**config.mk**
```make
export PLATFORM = sky130hd
export DESIGN_NAME = mc_datapath
export DESIGN_NICKNAME = d
export VERILOG_FILES = /design/src/rtl/mc_datapath.sv
export SDC_FILE = /design/constraint.sdc
export NUM_CORES = 1
export LEC_CHECK = 0
export CAP_MARGIN = 25
export CORE_ASPECT_RATIO = 0.6
export CORE_MARGIN = 4
export CORE_UTILIZATION = 25
export CTS_CLUSTER_SIZE = 40
export DETAILED_ROUTE_END_ITERATION = 12
export PLACE_DENSITY_LB_ADDON = 0.2
export SETUP_SLACK_MARGIN = 0.02
export SYNTH_ARGS = -nofsm -noshare
export SYNTH_HDL_FRONTEND = slang
export SYNTH_SLANG_ARGS = --single-unit
export TNS_END_PERCENT = 30
```
**constraint.sdc**
```tcl
create_clock -name clk -period 10.6 [get_ports clk]
set_clock_uncertainty 0.15 [all_clocks]
set_input_delay 2.12 -clock clk [delete_from_list [all_inputs] [get_ports clk]]
set_output_delay 2.12 -clock clk [all_outputs]
set_load 0.02 [all_outputs]
```
**src/rtl/mc_datapath.sv**
```systemverilog
// Parametrised multicore datapath: register file, bus mux, ALU and Z flag,
// plus a request/grant/valid handshake toward the shared-memory arbiter.
module mc_datapath #(
  parameter int REG_WIDTH = 12,
  parameter int INS_WIDTH = 8,
  parameter int NUM_GP    = 4,
  parameter int SEL_W     = 4
) (
  input  logic                 clk,
  input  logic                 rst,
  input  logic [SEL_W-1:0]     busSel,
  input  logic [NUM_GP-1:0]    gpWrEn,
  input  logic [NUM_GP-1:0]    gpInc,
  input  logic                 arWrEn,
  input  logic                 rWrEn,
  input  logic                 irWrEn,
  input  logic                 acWrEn,
  input  logic                 pcWrEn,
  input  logic                 pcInc,
  input  logic [2:0]           aluOp,
  input  logic                 zWrEn,
  input  logic                 memRd,
  input  logic                 memWr,
  input  logic [INS_WIDTH-1:0] insData,
  output logic [INS_WIDTH-1:0] insAddr,
  output logic                 memReq,
  output logic                 memWe,
  output logic [REG_WIDTH-1:0] memAddr,
  output logic [REG_WIDTH-1:0] memWData,
  input  logic                 memGnt,
  input  logic                 memRValid,
  input  logic [REG_WIDTH-1:0] memRData,
  output logic                 stall,
  output logic                 zFlag,
  output logic [REG_WIDTH-1:0] acOut
);

  localparam logic [REG_WIDTH-1:0] REG_ONE = REG_WIDTH'(1);
  localparam logic [INS_WIDTH-1:0] INS_ONE = INS_WIDTH'(1);

  typedef enum logic [1:0] {IDLE, REQ, RWAIT} mem_state_t;

  mem_state_t state_q, state_d;

  logic [REG_WIDTH-1:0] ar_q, r_q, ac_q, mdr_q;
  logic [INS_WIDTH-1:0] pc_q, ir_q;
  logic [REG_WIDTH-1:0] gp_q [NUM_GP];
  logic                 z_q;
  logic                 we_q;
  logic [REG_WIDTH-1:0] addr_q, wdata_q;

  logic [REG_WIDTH-1:0] ir_ext;
  logic [REG_WIDTH-1:0] bus;
  logic [REG_WIDTH-1:0] alu_res;
  logic                 issue;
  logic                 mdr_load;

  always_comb begin
    ir_ext = '0;
    ir_ext[INS_WIDTH-1:0] = ir_q;
  end

  // Unused select codes fall through to zero.
  always_comb begin
    bus = '0;
    case (busSel)
      SEL_W'(0): bus = mdr_q;
      SEL_W'(1): bus = r_q;
      SEL_W'(2): bus = ir_ext;
      SEL_W'(3): bus = ac_q;
      default: begin
        for (int i = 0; i < NUM_GP; i++) begin
          if (busSel == SEL_W'(i + 4)) bus = gp_q[i];
        end
      end
    endcase
  end

  always_comb begin
    alu_res = '0;
    case (aluOp)
      3'd0: alu_res = bus;
      3'd1: alu_res = ac_q + bus;
      3'd2: alu_res = ac_q - bus;
      3'd3: alu_res = ac_q * bus;
      3'd4: alu_res = ac_q + REG_ONE;
      3'd5: alu_res = ac_q - REG_ONE;
      3'd6: alu_res = '0;
      3'd7: alu_res = ac_q;
    endcase
  end

  assign stall = (state_q != IDLE);

  always_ff @(posedge clk or posedge rst) begin
    if (rst) begin
      ar_q <= '0;
      r_q  <= '0;
      ac_q <= '0;
      pc_q <= '0;
      ir_q <= '0;
      z_q  <= 1'b0;
      for (int i = 0; i < NUM_GP; i++) gp_q[i] <= '0;
    end else if (!stall) begin
      if (arWrEn) ar_q <= bus;
      if (rWrEn)  r_q  <= bus;
      if (irWrEn) ir_q <= insData;
      if (acWrEn) ac_q <= alu_res;
      if (zWrEn)  z_q  <= (alu_res == '0);
      if (pcWrEn)     pc_q <= ir_q;
      else if (pcInc) pc_q <= pc_q + INS_ONE;
      for (int i = 0; i < NUM_GP; i++) begin
        if (gpWrEn[i])     gp_q[i] <= bus;
        else if (gpInc[i]) gp_q[i] <= gp_q[i] + REG_ONE;
      end
    end
  end

  // Handshake sequencing; only IDLE accepts a new access.
  always_comb begin
    state_d  = state_q;
    issue    = 1'b0;
    mdr_load = 1'b0;
    case (state_q)
      IDLE: begin
        if (memWr || memRd) begin
          issue   = 1'b1;
          state_d = REQ;
        end
      end
      REQ: begin
        if (memGnt) state_d = we_q ? IDLE : RWAIT;
      end
      RWAIT: begin
        if (memRValid) begin
          mdr_load = 1'b1;
          state_d  = IDLE;
        end
      end
      default: state_d = IDLE;
    endcase
  end

  always_ff @(posedge clk or posedge rst) begin
    if (rst) begin
      state_q <= IDLE;
      we_q    <= 1'b0;
      addr_q  <= '0;
      wdata_q <= '0;
      mdr_q   <= '0;
    end else begin
      state_q <= state_d;
      if (issue) begin
        addr_q  <= ar_q;
        wdata_q <= r_q;
        we_q    <= memWr;
      end
      if (mdr_load) mdr_q <= memRData;
    end
  end

  assign memReq   = (state_q == REQ);
  assign memWe    = we_q;
  assign memAddr  = addr_q;
  assign memWData = wdata_q;
  assign insAddr  = pc_q;
  assign zFlag    = z_q;
  assign acOut    = ac_q;

endmodule

```
---- Yosys cells after proc, flatten, opt, wreduce, memory -nomap -nowiden ----
Index checks and enable logic that the tools add are counted.
operators by class
  muxes and demuxes ....................... 25
  add/subtract/negate cells ............... 9
  equal/unequal tests ..................... 19
  reduce and logical (&&, ||, !) cells .... 22
  bitwise logic cells ..................... 1
  multiply operators ...................... 1
operators with widths
  kind                     count
  $mux W12                 12
  $pmux W12 S8             1
  $add A12 B1 Y12 const B  5
  $pmux W12 S4             1
  $reduce_and A2 Y1        10
  $eq A4 B3 Y1 const B     4
  $mux W8                  2
  $add A12 B12 Y12         1
  $eq A3 B3 Y1 const B     4
  $logic_not A12 Y1        1
  $mul A12 B12 Y12         1
  $reduce_bool A2 Y1       6
  $sub A12 B1 Y12 const B  1
  $sub A12 B12 Y12         1
  $add A8 B1 Y8 const B    1
  $eq A4 B2 Y1 const B     2
  $mux W2                  4
  $eq A3 B2 Y1 const B     2
  $pmux W2 S3              1
  $eq A4 B1 Y1 const B     1
  $logic_not A4 Y1         1
  $mux W1                  4
  $ne A2 B2 Y1 const B     2
  $eq A3 B1 Y1 const B     1
  other kinds (8)          8
word-level totals
  output and inout port bits .............. 48
  input port bits ......................... 48
  bits in registers ....................... 140
  logic and storage cells ................. 92

---- Depth between registers and ports, before layout ----
Gate-level depths: netlist of the first run.
  depth in word-level cells ............... 9
  depth in mapped cells ................... 28
  gate-level depth less buffers ........... 24

---- Worst setup path after synthesis of the first run ----
Ideal clock, no wire load.
  path kind ............................... input-to-reg
  from .................................... input port busSel[1]
  to ...................................... register ac_q[11], in the netlist acOut[11]
  arrival time ............................ 8.440 ns
  stages on the path ...................... 25
  data required time ...................... 10.385 ns
  path slack .............................. 1.945 ns
  library setup time ...................... 0.065 ns
  path buffers ............................ 4
  cell sequence ........................... buf_2 buf_1 mux4_2 a22o_1 clkbuf_1 clkbuf_1 nand2_1 fa_1 fa_1 inv_1 fa_1 fa_1 inv_1 fa_1 xnor2_1 xnor3_1 xnor2_1 xnor2_1 xnor3_1 xnor3_1 xnor3_1 o211ai_1 nand2_1 a211oi_2 mux2_2
between the ends
  cells in the longest elaborated chain, start to end .. 8
  elaborated cells between the ends (all ways) .. 17
  classes of those cells .................. add/sub (2); mul (1); eq/ne (7); mux (6); reduce/logical (1)
ends and longest elaborated chain
  element                                   line  source
  start, declared                           11    input logic [SEL_W-1:0] busSel,
  $eq A4 B3 Y1                              73    if (busSel == SEL_W'(i + 4)) bus = gp_q[i];
  $mux W12 (4 in a row)                     73
  $pmux W12 S4 *                            66    case (busSel)
  $mul A12 B12 Y12 (tied with other cells)  85    3'd3: alu_res = ac_q * bus;
  $pmux W12 S8 *                            81    case (aluOp)
  end signal, assigned                      108   if (acWrEn) ac_q <= alu_res;
  end, declared                             45    logic [REG_WIDTH-1:0] ar_q, r_q, ac_q, mdr_q;
Every way passes the cells marked *; elsewhere a longest branch is shown, timed or not.
A chain may end at the register's enable or synchronous reset.

---- Worst setup path after layout of the first run ----
Same ends and word-level chain as after synthesis.

==> impl_results.rst, run 1 <==
.. list-table::
   :header-rows: 1

   * - Metric
     - Value
   * - Starting utilization of the core area
     - 0.2541
   * - Most instantiated cells after synthesis
     - sky130_fd_sc_hd__dfrtp_1 (140), sky130_fd_sc_hd__nand2_1 (136), sky130_fd_sc_hd__o21ai_0 (101)
   * - Unique masters post-synth
     - 67
   * - MaxCap Viol Count
     - 0
   * - Die span in x
     - 274.8 um
   * - Synthesized netlist net count
     - 1315
   * - Row cnt
     - 58
   * - Maximum operating frequency
     - 109.2 MHz
   * - Post-placement worst setup slack
     - 0.8838 ns
   * - Final Core Density
     - 0.3045
   * - Total Power
     - 3.745 mW
   * - Type of the tightest min-delay check
     - reg -> reg
   * - Routed wire per std cell
     - 21.88 um
   * - Xor/xnor cell area share of the yosys netlist
     - 0.03316
   * - Count of non-filler cells in the finished layout
     - 1822
   * - Overall die area
     - 46190 sq um
   * - Outcome
     - completed
   * - Final setup violation count
     - 0
   * - CTS tree
     - yes
   * - Via total after detailed routing
     - 9535
   * - Deepest clock path buffer count
     - 2
   * - Type of destination of the critical path
     - register
   * - Proportion of netlist area held by the largest area contributor
     - 0.3281
   * - DP Cell Count
     - 1788
   * - Synth Cell Area
     - 10680 sq um
   * - Arithmetic-cell share of the synthesized area counting full adders, half adders and majority gates
     - 0.1289
   * - Clock-pin slew on the worst setup and hold paths
     - 0.07 ns
   * - Number of register bits inferred by synthesis
     - 140
   * - Clock sink count
     - 140
   * - Routability congestion estimate
     - 0.9016
   * - Number of nets in the layout
     - 1372
   * - Placed cell area
     - 12220 sq um
   * - Mean Syn Cell Area
     - 9.041 sq um
   * - Global-route usage over all layers
     - 0.1740
   * - Remaining global-route overflow
     - 0
   * - Worst slew margin
     - 0.3186
   * - Final hold slack
     - 0.3307 ns
   * - I/O Pins
     - 96
   * - Crit path launch type
     - primary input
   * - Primary flip-flop cell chosen by synthesis mapping
     - sky130_fd_sc_hd__dfrtp_1
   * - Number of warning messages in the yosys log
     - 0
   * - Endpoint of the worst hold path
     - ar_q[0]
   * - Core region area
     - 42020 sq um
   * - Aggregate negative setup slack
     - 0 ns
   * - Final worst-path setup slack
     - 1.441 ns
   * - Post-synthesis mux area share
     - 0.1029
   * - Slew Viols, Final
     - 0
   * - Library cell occupying the most area in the post-synthesis netlist
     - sky130_fd_sc_hd__dfrtp_1
   * - I/O Buffers
     - 95
   * - Global-route wire length before repair
     - 60140 um
   * - Launch point of the worst reg-to-reg path
     - acOut[5]
   * - Compound-Gate Fraction of Synth Area
     - 0.1978
   * - Worst Tran Pin Value
     - 1.019 ns
   * - Count of nets left with antenna violations after detail routing
     - 0
   * - Number of global-route vias before repair
     - 9076
   * - Reg-to-reg setup timing slack
     - 3.11 ns
   * - Cts bufs inserted
     - 17
   * - Highest ir drop seen on vdd
     - 0.1271 mV
   * - Number of DRC violations after detailed routing
     - 0
   * - DR iter-0 viols
     - 1060
   * - Crit path max fanout
     - 9
   * - Largest net degree at the start of global routing
     - 75
   * - Die height
     - 168.1 um
   * - DP Wirelength
     - 29490 um
   * - End of the worst register-to-register path
     - acOut[11]
   * - Req. time, crit path
     - 10.83 ns
   * - Number of H-tree branching levels
     - 4
   * - Proportion of register bits with asynchronous set or reset after synthesis
     - 1.000
   * - Worst reg-to-reg path cell count
     - 22
   * - Post-synth EDFFs
     - 0
   * - Post-synthesis share of cell area spent on and, or, nand and nor gates
     - 0.1486
   * - Total setup buffers inserted after CTS
     - 0
   * - Leakage power
     - 5.464 nW
   * - Library cell with the highest instance count after synthesis
     - sky130_fd_sc_hd__dfrtp_1
   * - Routed wire length
     - 39870 um
   * - Clock network latency to the later pin of the worst-skew pair
     - 0.45 ns
   * - Sequential-to-total area share from yosys stat
     - 0.3281
   * - Average vias per placed instance
     - 5.233
   * - Worst endpoint data arrival time
     - 9.39 ns
   * - Minimum clock period
     - 9.159 ns
   * - Layout cells sized above 1
     - 0.1159
   * - Pre-Repair DR Iteration Count
     - 5
   * - Design Area, Final
     - 12790 sq um
   * - Final Hold Violating Endpoints
     - 0
   * - Root buffer selected by CTS
     - sky130_fd_sc_hd__clkbuf_16
   * - Setup repair after global routing missed its margin
     - false
   * - Critical path start-end classification
     - in -> reg
   * - Hold_buf cts
     - 0
   * - Growth of design area from synthesis to finish
     - 19.81%
   * - Period Utilization, post-route
     - 0.8641
   * - Synth area leaders
     - sky130_fd_sc_hd__dfrtp_1 (33%), sky130_fd_sc_hd__fa_1 (7.5%), sky130_fd_sc_hd__mux2_2 (5.7%)
   * - Antenna violations before repair
     - 1
   * - Combinational family with the most area after synthesis
     - compound AO/OA/AOI/OAI gates
   * - Power density over the cells
     - 292.7 nW/um^2
   * - Worst hold path cell count
     - 2
   * - Worst hold start
     - ar_q[0]
   * - Gates resized, CTS repair
     - 0
   * - Post-synthesis cell count
     - 1181
[power breakdown]
group | switching, mW | leakage [nW] | internal [mW]
registers | 0.388 | 1.76 | 0.780
clock network | 0.284 | 0.277 | 0.316
logic | 1.11 | 3.42 | 0.868
total | 1.78 | 5.46 | 1.96
[placed cells by master, fill, tap and decap left out, drive strengths merged, types with 4 or more instances in the layout]
master	count
nor2	90
nand3	27
inv	86
o221ai	8
and3	19
and2	14
buf	29
fa	40
mux4	17
nor2b	9
mux2i	10
ha	46
a22o	6
nor4b	4
a22oi	25
nand2b	8
xnor3	6
xnor2	19
clkdlybuf4s50	94
a21oi	56
xor2	6
nor3	32
o21ai	105
clkbuf	18
a32oi	8
a21o	7
o22a	28
clkinv	7
a31oi	41
nand2	136
dfrtp	140
o211ai	6
mux2	54
a311oi	4
[final cells by class]
class | instances | area (sq um)
Antenna cell | 1 | 2.502
Clock buffer | 18 | 439.2
Clock inverter | 14 | 128.9
Fill cell | 4352 | 29220
Inverter | 81 | 309.0
Multi-Input combinational cell | 875 | 6544
Sequential cell | 140 | 3503
Tap cell | 570 | 713.2
Timing Repair Buffer | 123 | 1154
[worst max path at each step]
| stage | from | endpoint | slack, ns | cells past startpoint |
|---|---|---|---|---|
| 2_1_floorplan | busSel[1] | acOut[11] | 1.94 | 25 |
| 3_3_place_gp | busSel[1] | acOut[11] | 1.0 | 23 |
| 3_5_place_dp | busSel[1] | acOut[11] | 0.88 | 23 |
| 4_1_cts | busSel[1] | acOut[11] | 1.35 | 23 |
| 5_1_grt | busSel[1] | acOut[11] | 1.05 | 23 |
| 6_report | busSel[1] | acOut[11] | 1.44 | 23 |
[sequential cells by signal (all words and copies together), names as in the netlist]
register  cells
ir_q          8
ar_q         12
acOut        12
zFlag         1
mdr_q        12
memWe         1
state_q       2
memAddr      12
memWData     12
gp_q         48
insAddr       8
r_q          12
[cells by family after synthesis]
group / count (synthesis)
fa+ha+maj: 86
mux: 81
xor+xnor: 31
buf+inv: 166
flops: 140
simple gates: 352
compound gates: 325
[critical path, cell delays in order]
cell                              delay [ns]
sky130_fd_sc_hd__clkdlybuf4s50_1        0.68
sky130_fd_sc_hd__mux4_2                 0.49
sky130_fd_sc_hd__nand2_1                0.09
sky130_fd_sc_hd__a21oi_1                0.76
sky130_fd_sc_hd__nand2_1                0.18
sky130_fd_sc_hd__fa_1                   0.53
sky130_fd_sc_hd__fa_1                   0.51
sky130_fd_sc_hd__inv_1                  0.05
sky130_fd_sc_hd__fa_1                   0.47
sky130_fd_sc_hd__fa_1                   0.54
sky130_fd_sc_hd__inv_1                  0.05
sky130_fd_sc_hd__fa_1                   0.44
sky130_fd_sc_hd__xnor2_1                0.20
sky130_fd_sc_hd__xnor3_1                0.35
sky130_fd_sc_hd__xnor2_1                0.19
sky130_fd_sc_hd__xnor2_1                0.14
sky130_fd_sc_hd__xnor3_1                0.24
sky130_fd_sc_hd__xnor3_1                0.20
sky130_fd_sc_hd__xnor3_1                0.38
sky130_fd_sc_hd__o211ai_1               0.21
sky130_fd_sc_hd__a21oi_1                0.11
sky130_fd_sc_hd__a211oi_2               0.24
sky130_fd_sc_hd__mux2_2                 0.19
[routing by layer]
layer  up-vias  global-route usage  part of all wire
li1       4330                   -                 -
met1      4794              0.2739              0.51
met2       380              0.2238              0.38
met3        31             0.06125             0.096
met4         0             0.03448             0.012
met5         -                   0                 0
Note: power is estimated with default switching activity, not from simulation.
==> run 2, diff against run 1 <==
--- a/constraint.sdc
+++ b/constraint.sdc
@@ -3,3 +3,3 @@
 set_input_delay 2.12 -clock clk [delete_from_list [all_inputs] [get_ports clk]]
 set_output_delay 2.12 -clock clk [all_outputs]
-set_load 0.02 [all_outputs]
+set_load 0.005 [all_outputs]
==> results of run 2 <==
The final DEF is identical to that of run 1. Status: completed.
Among the figures that moved: total power 3.745 mW -> 3.653 mW; worst IR drop on VDD 0.1271 mV -> 0.1026 mV
